===== src/rtl/period_meter_pkg.sv =====
// Shared definitions for the period meter: FSM encoding and default sizing.
package period_meter_pkg;

    typedef enum logic [1:0] {
        ST_IDLE    = 2'd0,
        ST_ARM     = 2'd1,
        ST_MEASURE = 2'd2
    } state_t;

    localparam int DEF_CNT_WIDTH = 16;
    localparam int DEF_TIMEOUT   = 50000;

endpackage


===== src/rtl/sync_edge_detect.sv =====
// Two-flop synchronizer for an asynchronous input, followed by a delay flop
// that turns each synchronized 0->1 transition into a single-cycle rise pulse.
module sync_edge_detect
    import period_meter_pkg::*;
(
    input  logic clk,
    input  logic rst,
    input  logic asyncIn,
    output logic rise
);

    logic sync_1;
    logic sync_2;
    logic delayed;

    always_ff @(posedge clk or negedge rst) begin
        if (!rst) begin
            sync_1  <= 1'b0;
            sync_2  <= 1'b0;
            delayed <= 1'b0;
        end else begin
            sync_1  <= asyncIn;
            sync_2  <= sync_1;
            delayed <= sync_2;
        end
    end

    assign rise = sync_2 & ~delayed;

endmodule


===== src/rtl/period_meter.sv =====
// Measures the period of a slow external square wave in clk cycles and flags
// loss of signal when no rising edge arrives within TIMEOUT cycles.
//
// state   | meaning
// IDLE    | disabled, counter held at 0
// ARM     | waiting for the first rising edge (reference point)
// MEASURE | counting since the last edge; each new edge reports a period
module period_meter
    import period_meter_pkg::*;
#(
    parameter int CNT_WIDTH = DEF_CNT_WIDTH,
    parameter int TIMEOUT   = DEF_TIMEOUT
) (
    input  logic                 clk,
    input  logic                 rst,
    input  logic                 sigIn,
    input  logic                 enable,
    output logic [CNT_WIDTH-1:0] period,
    output logic                 valid,
    output logic                 noSignal
);

    localparam logic [CNT_WIDTH-1:0] CNT_ONE = CNT_WIDTH'(1);
    localparam logic [CNT_WIDTH-1:0] CNT_TO  = CNT_WIDTH'(TIMEOUT);

    logic                 rise;
    state_t               state_q, state_d;
    logic [CNT_WIDTH-1:0] count_q, count_d;
    logic [CNT_WIDTH-1:0] period_q, period_d;
    logic                 valid_q, valid_d;
    logic                 no_sig_q, no_sig_d;

    sync_edge_detect u_sync (
        .clk     (clk),
        .rst     (rst),
        .asyncIn (sigIn),
        .rise    (rise)
    );

    always_ff @(posedge clk or negedge rst) begin
        if (!rst) begin
            state_q  <= ST_IDLE;
            count_q  <= '0;
            period_q <= '0;
            valid_q  <= 1'b0;
            no_sig_q <= 1'b0;
        end else begin
            state_q  <= state_d;
            count_q  <= count_d;
            period_q <= period_d;
            valid_q  <= valid_d;
            no_sig_q <= no_sig_d;
        end
    end

    // A rise always takes priority over the timeout compare, so a period of
    // exactly TIMEOUT is still a valid measurement and the counter never wraps.
    always_comb begin
        state_d  = state_q;
        count_d  = count_q;
        period_d = period_q;
        valid_d  = 1'b0;
        no_sig_d = no_sig_q;
        if (!enable) begin
            state_d  = ST_IDLE;
            count_d  = '0;
            no_sig_d = 1'b0;
        end else begin
            case (state_q)
                ST_IDLE: begin
                    state_d = ST_ARM;
                    count_d = CNT_ONE;
                end
                ST_ARM: begin
                    if (rise) begin
                        state_d = ST_MEASURE;
                        count_d = CNT_ONE;
                    end else if (count_q == CNT_TO) begin
                        no_sig_d = 1'b1;
                        count_d  = '0;
                    end else begin
                        count_d = count_q + CNT_ONE;
                    end
                end
                ST_MEASURE: begin
                    if (rise) begin
                        period_d = count_q;
                        valid_d  = 1'b1;
                        no_sig_d = 1'b0;
                        count_d  = CNT_ONE;
                    end else if (count_q == CNT_TO) begin
                        state_d  = ST_ARM;
                        no_sig_d = 1'b1;
                        count_d  = '0;
                    end else begin
                        count_d = count_q + CNT_ONE;
                    end
                end
                default: begin
                    state_d = ST_IDLE;
                    count_d = '0;
                end
            endcase
        end
    end

    assign period   = period_q;
    assign valid    = valid_q;
    assign noSignal = no_sig_q;

endmodule


===== config.mk =====
export PLATFORM = sky130hd
export DESIGN_NAME = period_meter
export DESIGN_NICKNAME = d
export VERILOG_FILES = /design/src/rtl/period_meter_pkg.sv /design/src/rtl/sync_edge_detect.sv /design/src/rtl/period_meter.sv
export SDC_FILE = /design/constraint.sdc
export NUM_CORES = 1
export LEC_CHECK = 0
export CAP_MARGIN = 10
export CORE_MARGIN = 1
export CORE_UTILIZATION = 55
export DETAILED_ROUTE_END_ITERATION = 6
export PLACE_DENSITY = 0.75
export SETUP_SLACK_MARGIN = 0.02
export SLEW_MARGIN = 25
export SYNTH_ARGS = -nofsm -noshare
export SYNTH_HDL_FRONTEND = slang
export SYNTH_SLANG_ARGS = --single-unit
export TNS_END_PERCENT = 5

===== constraint.sdc =====
create_clock -name clk -period 1.7 [get_ports clk]
set_input_delay 0.17 -clock clk [delete_from_list [all_inputs] [get_ports clk]]
set_output_delay 0.17 -clock clk [all_outputs]
set_load 0.02 [all_outputs]

==> out/metrics.csv, run 1 <==
metric,value,unit
Final Hold Viols,0,
GR met3 Demand/Resource,0.0671,
critical hold path startpoint,sigIn,
total power,1.62,mW
average size of a mapped cell,11.6,um2
CP max FO,6,
global route overflow,0,
Crit. End Element,flip-flop,
Tmin final,1.61,ns
Yosys cell types,31,
Setup-failing EPs final,0,
layout cells sized above 1,0.221,
GR Layer Usage met1,0.269,
first-pass GRT wire length,5740,um
Pre-Repair DR Iteration Count,4,
clock buffer depth,2,
worst skew pair latency,0.34,ns
CTS tree,yes,
Post-Route WL,3450,um
Vias/cell,5.41,
Final Cycle Share,0.945,
Worst-path clk slew,0.10,ns
gr usage total,0.222,
worst r2r path cells,6,
1st-iter DRT viols,52,
"Seq/Total Area, Yosys",0.523,
Seq pwr share,0.607,
placed cell count,225,
most frequent cells in the layout,"38 x dfrtp_1, 20 x clkdlybuf4s50_1, 12 x mux2_2, 11 x nor2_2",
dpl cell area,2140,um2
Comb pwr share,0.136,
core footprint,3130,um2
post-route cell area,2220,um2
Hold Path Depth,1,
Yosys warnings,0,
die area,3630,um2
pwr/cell area,728,nW/um2
"FF+latch count, synth",39,
startpoint types,flip-flop,
Int Power,1.19,mW
Synth area leaders,"dfrtp_1 52%, mux2_2 7.2%, xnor2_1 4.7%",
FP Rows,20,
cell area after synthesis,1870,um2
status,"complete, no violations",
Worst Hold Class,in2reg,
FF-to-FF End,count_q[0],
met2 usage,0.363,
Ports,22,
Die X,60.2,um
Starting Density,0.596,
# H-tree levels,2,
RR Startpoint,count_q[0],
Port Buf Inserts,21,
clock power share,0.257,
switch share,0.266,
dpl hpwl,2420,um
Yosys top cell by area,dfrtp_1,
Net Sw Power,0.431,mW
GR peak layer,met2,
Setup Skew,0.00982,ns
Crit Path Class,reg2reg,
number of diodes,0,
Yosys top cell area share,0.523,
Avg WL per Cell,14.8,um
clk root buf,clkbuf_4,
drt drc,0,
number of fill cells,229,
MaxCap Viol Count,0,
Num CTS Buffers,5,
Tightest Pin Transition,0.410,ns
nets@finish,201,
worst vdd ir,0.535,mV
via count,1267,
critical path startpoint,count_q[0],
"Slew Viols, Final",0,
clock tree sinks,39,
RSZ-0062 raised after global routing,true,
syn nets,171,
Max-slew headroom,0.719,
Mapped Cells,161,
Vert. Die Dim,60.2,um
fin cells,234,
ANT nets after route,0,
vias in the first global route,1283,
"Endpoint, Worst Hold",u_sync.sync_1,
"most common cell after layout, fill and taps aside",dfrtp_1,
Final Wtd Congestion,0.873,
"setup slack, reg-to-reg",0.09,ns
largest net degree at the start of global routing,40,
WP data arrival,1.84,ns
P&R area growth vs syn,19.0,%
P_leak,0.970,nW
initial antenna violation count,0,
Max Freq,622,MHz
Critical Path RT,1.93,ns
==> critical path: stages, from the launching register on <==
cell and delay (ns):
dfrtp_1 0.44, inv_1 0.12, ha_1 0.15, and4bb_2 0.26, nand4_4 0.17, a211oi_1 0.29, nor2_1 0.08
==> cell usage after synthesis <==
cell type / count
a2111oi_0: 1
a211oi_1: 1
a21oi_1: 1
a41oi_1: 1
and4_1: 1
and4b_1: 1
and4bb_1: 1
and4bb_2: 1
buf_2: 4
buf_6: 1
dfrtp_1: 39
ha_1: 6
inv_1: 10
mux2_2: 12
mux2i_1: 1
nand2_1: 9
nand2b_1: 1
nand3_1: 7
nand4_1: 5
nand4_4: 3
nor2_1: 8
nor2_2: 11
nor2b_1: 1
nor3_1: 7
nor3_2: 1
nor4_1: 5
nor4_2: 1
o211a_1: 1
o21ai_0: 6
xnor2_1: 10
xor2_1: 4
==> flip-flops by register name, indices dropped and copies added, names as in the netlist <==
name,cells
state_q,2
u_sync.sync_2,1
period,16
u_sync.delayed,1
u_sync.sync_1,1
count_q,16
noSignal,1
valid,1
==> metrics by stage <==
stage / setup WS (ns) / util / hold WS (ns) / TNS [ns]
4_1_cts: 0.0279 / 0.708 / 0.254 / 0
2_1_floorplan: 0.169 / - / -0.126 / 0
3_3_place_gp: 0.0591 / 0.683 / 0.150 / 0
6_report: 0.0927 / 0.710 / 0.266 / 0
3_5_place_dp: -0.00918 / 0.683 / 0.150 / -0.00918
5_1_grt: 0.0163 / 0.710 / 0.241 / 0
==> power groups by stage <==
| stage | registers [mW] | logic, mW | clock network [mW] |
|---|---|---|---|
| finish | 0.981 | 0.220 | 0.415 |
| global route | 0.986 | 0.242 | 0.465 |
| CTS | 0.979 | 0.219 | 0.429 |
| detailed placement | 0.997 | 0.194 | 0 |
| global placement | 0.993 | 0.186 | 0 |
| floorplan | 0.997 | 0.127 | 0 |
==> cells by family after synthesis <==
kind of cell	synth area share
DFF	0.523
xor gates and xnor gates	0.0657
AOI/OAI and AO/OA	0.0376
and+or+nand+nor	0.219
adders and majority gates	0.0402
muxes	0.0778
buffers and inverters	0.0369
==> worst max path at each step <==
stage	end	slack (ns)	cells past startpoint
floorplan	period[10]	0.17	5
global placement	count_q[13]	0.06	5
detailed placement	count_q[7]	-0.009	5
CTS	period[3]	0.03	5
global route	count_q[0]	0.02	6
finish	count_q[0]	0.09	6
==> what timing repair did <==
| item | in CTS | in global routing |
|---|---|---|
| gates resized for setup | 0 | 2 |
| setup buffers | 2 | 0 |
| endpoints found under the setup margin | 2 | 13 |
| hold endpoints to repair | 39 | 0 |
| pin swaps | 1 | 0 |
| hold buffers | 1 | 0 |
==> routing by layer <==
metal / wire length, um / up-vias / share of wire
met5: 0 / - / 0
met4: 54 / 0 / 0.016
met3: 138 / 6 / 0.040
met2: 1730 / 27 / 0.50
met1: 1520 / 617 / 0.44
li1: - / 617 / -
==> area by class of cell <==
| cell class | count | area (um2) | area share |
|---|---|---|---|
| multi-input cells | 107 | 821 | 0.370 |
| clock buffers | 6 | 41.3 | 0.0186 |
| inverters | 10 | 37.5 | 0.0169 |
| well taps | 44 | 55.1 | 0.0248 |
| flip-flops and latches | 39 | 977 | 0.440 |
| repair buffers | 28 | 289 | 0.130 |
Power figures use the tool's default switching activity.
==> run 2: changes to the inputs <==
--- a/config.mk
+++ b/config.mk
@@ -6,8 +6,9 @@
 export NUM_CORES = 1
 export LEC_CHECK = 0
 export CAP_MARGIN = 10
-export CORE_MARGIN = 1
+export CORE_MARGIN = 10
 export CORE_UTILIZATION = 55
+export CTS_CLUSTER_SIZE = 14
 export DETAILED_ROUTE_END_ITERATION = 6
 export PLACE_DENSITY = 0.75
 export SETUP_SLACK_MARGIN = 0.02
==> run 2 against run 1 <==
Against the previous run: final cell count rose by 0.85%; routed wire length rose by 9.5%; clock power rose by 17%; worst setup slack improved by 0.0035 ns; first-iteration DRC count rose by 87%; sequential cell count did not move; core utilization fell by 3.7 points; register-to-register slack barely moved; via count rose by 0.95%; sequential power rose by 0.4%; global-route usage fell by 9.2 points; total power rose by 4.0%.
==> out/metrics.csv, run 2 (same netlist as run 1, synthesis figures left out) <==
metric,value,unit,change
setup bufs post-CTS,0,,-2
pwr/cell area,755,nW/um2,+3.7%
Crit Path Class,reg2reg,,
Final Hold Viols,0,,unchanged
Crit. End Element,flip-flop,,
Final Cycle Share,0.943,,-0.00208
Port Buf Inserts,21,,unchanged
initial antenna violation count,0,,unchanged
drt drc,0,,unchanged
Setup Skew,0.00917,ns,-0.000644 ns
status,"complete, no violations",,
clock power share,0.288,,+0.031
Avg WL per Cell,16.0,um,+8.5%
startpoint types,flip-flop,,
CTS tree,yes,,
layout cells sized above 1,0.242,,+0.0211
Ports,22,,unchanged
Vias/cell,5.42,,about the same
MaxCap Viol Count,0,,unchanged
1st-iter DRT viols,97,,+87%
vias in the first global route,1357,,+5.8%
Vert. Die Dim,78.2,um,+30%
Final Wtd Congestion,0.910,,+4.3%
total negative slack,0,ns,unchanged
ANT nets after route,0,,unchanged
CP max FO,7,,+1
number of fill cells,271,,+18%
Tmin final,1.60,ns,-0.00354 ns
P&R area growth vs syn,19.4,%,
clock buffer depth,2,,unchanged
Pre-Repair DR Iteration Count,4,,unchanged
Critical Path RT,1.97,ns,+0.04 ns
worst vdd ir,0.508,mV,-5.0%
largest net degree at the start of global routing,21,,-48%
core footprint,3310,um2,+5.8%
RSZ-0062 raised after global routing,false,,
Int Power,1.22,mW,+2.7%
first-pass GRT wire length,6460,um,+13%
total power,1.68,mW,+4.0%
Die X,78.2,um,+30%
Post-Route WL,3780,um,+9.5%
number of diodes,0,,unchanged
clk root buf,clkbuf_4,,
Comb pwr share,0.125,,-0.011
clock tree sinks,39,,unchanged
dpl cell area,2150,um2,+0.47%
dpl hpwl,2830,um,+17%
global route overflow,0,,unchanged
worst skew pair latency,0.34,ns,about the same
die area,6120,um2,+69%
P_leak,0.969,nW,-0.15%
post-route cell area,2230,um2,+0.28%
Seq pwr share,0.586,,-0.021
FP Rows,21,,+5.0%
Worst-path clk slew,0.11,ns,about the same
Tightest Pin Transition,0.513,ns,+0.103 ns
FF/Latch Area,978,um2,+0.13%
gr usage total,0.130,,-0.0916
area of the multi-input gates,828,um2,+0.91%
switch share,0.275,,+0.00876
Setup-failing EPs final,0,,unchanged
# H-tree levels,2,,unchanged
Num CTS Buffers,5,,unchanged
Starting Density,0.563,,-0.0329
WP data arrival,1.88,ns,+0.04 ns
Worst Hold Class,in2reg,,
most frequent cells in the layout,"37 x dfrtp_1, 20 x clkdlybuf4s50_1, 12 x mux2_2, 11 x nor2_2, 10 x xnor2_1",,
Max Freq,624,MHz,+0.22%
"Slew Viols, Final",0,,unchanged
"most common cell after layout, fill and taps aside",dfrtp_1,,
Hold Worst Slack,0.263,ns,-0.00321 ns
nets@finish,200,,-0.50%
Net Sw Power,0.462,mW,+7.4%
via count,1279,,+0.95%
Max-slew headroom,0.657,,-0.0623
==> run 2: cell count changes in the layout (fill, tap and decap cells not counted), sizes merged <==
cell / change
buf: -1
clkinv: +1
==> run 2: path summary, 6_finish.rpt <==
path	endpoint	cells after the start	start	slack [ns]
max reg2reg	state_q[0]	4	state_q[0]	0.1
min in group asynchronous	period[6]	2	rst	0.29
min	u_sync.sync_1	1	sigIn	0.26
min reg2reg	u_sync.sync_2	0	u_sync.sync_1	0.37
max in group asynchronous	count_q[14]	3	rst	0.94
max	state_q[0]	4	state_q[0]	0.1
==> run 2: area by class of cell <==
class / instances / share of cell area
sequential: 39 / 0.439
multi-input combinational: 107 / 0.372
timing repair buffer: 27 / 0.121
tap: 46 / 0.0258
clock buffer: 6 / 0.0230
inverter: 10 / 0.0169
clock inverter: 1 / 0.00225
==> run 2: per-stage QoR <==
stage                      util  setup slack (ns)  instances
final                     0.673            0.0962        236
after global routing      0.673            0.0203        236
after CTS                 0.669            0.0257        236
after detailed placement  0.649            0.0535        228
after global placement    0.649             0.142        228
after floorplan               -             0.169        161
==> run 2: worst max-delay path: stages (launching register included) <==
cell and delay [ns]:
dfrtp_2 0.47, ha_1 0.30, a2111oi_1 0.52, a41oi_1 0.12, nand3_1 0.12
==> run 2: power by group through the flow <==
stage               sequential, mW  combinational [mW]  clock [mW]
floorplan                    0.997               0.127           0
global placement             0.993               0.188           0
detailed placement           0.998               0.202           0
CTS                          0.980               0.206       0.492
global route                 0.990               0.234       0.531
finish                       0.985               0.211       0.484
==> run 2: per-layer routing <==
layer / global-route usage / routed length, um
met3: 0.0456 / 143
met5: 0 / 0
met1: 0.141 / 1570
met4: 0.0573 / 74
met2: 0.225 / 1990
==> run 2: timing repair <==
| item | in CTS | in global routing |
|---|---|---|
| endpoints found under the hold margin | 19 | 0 |
| hold buffers | 1 | 0 |
| endpoints found under the setup margin | 0 | 28 |
| resized for setup | 0 | 6 |
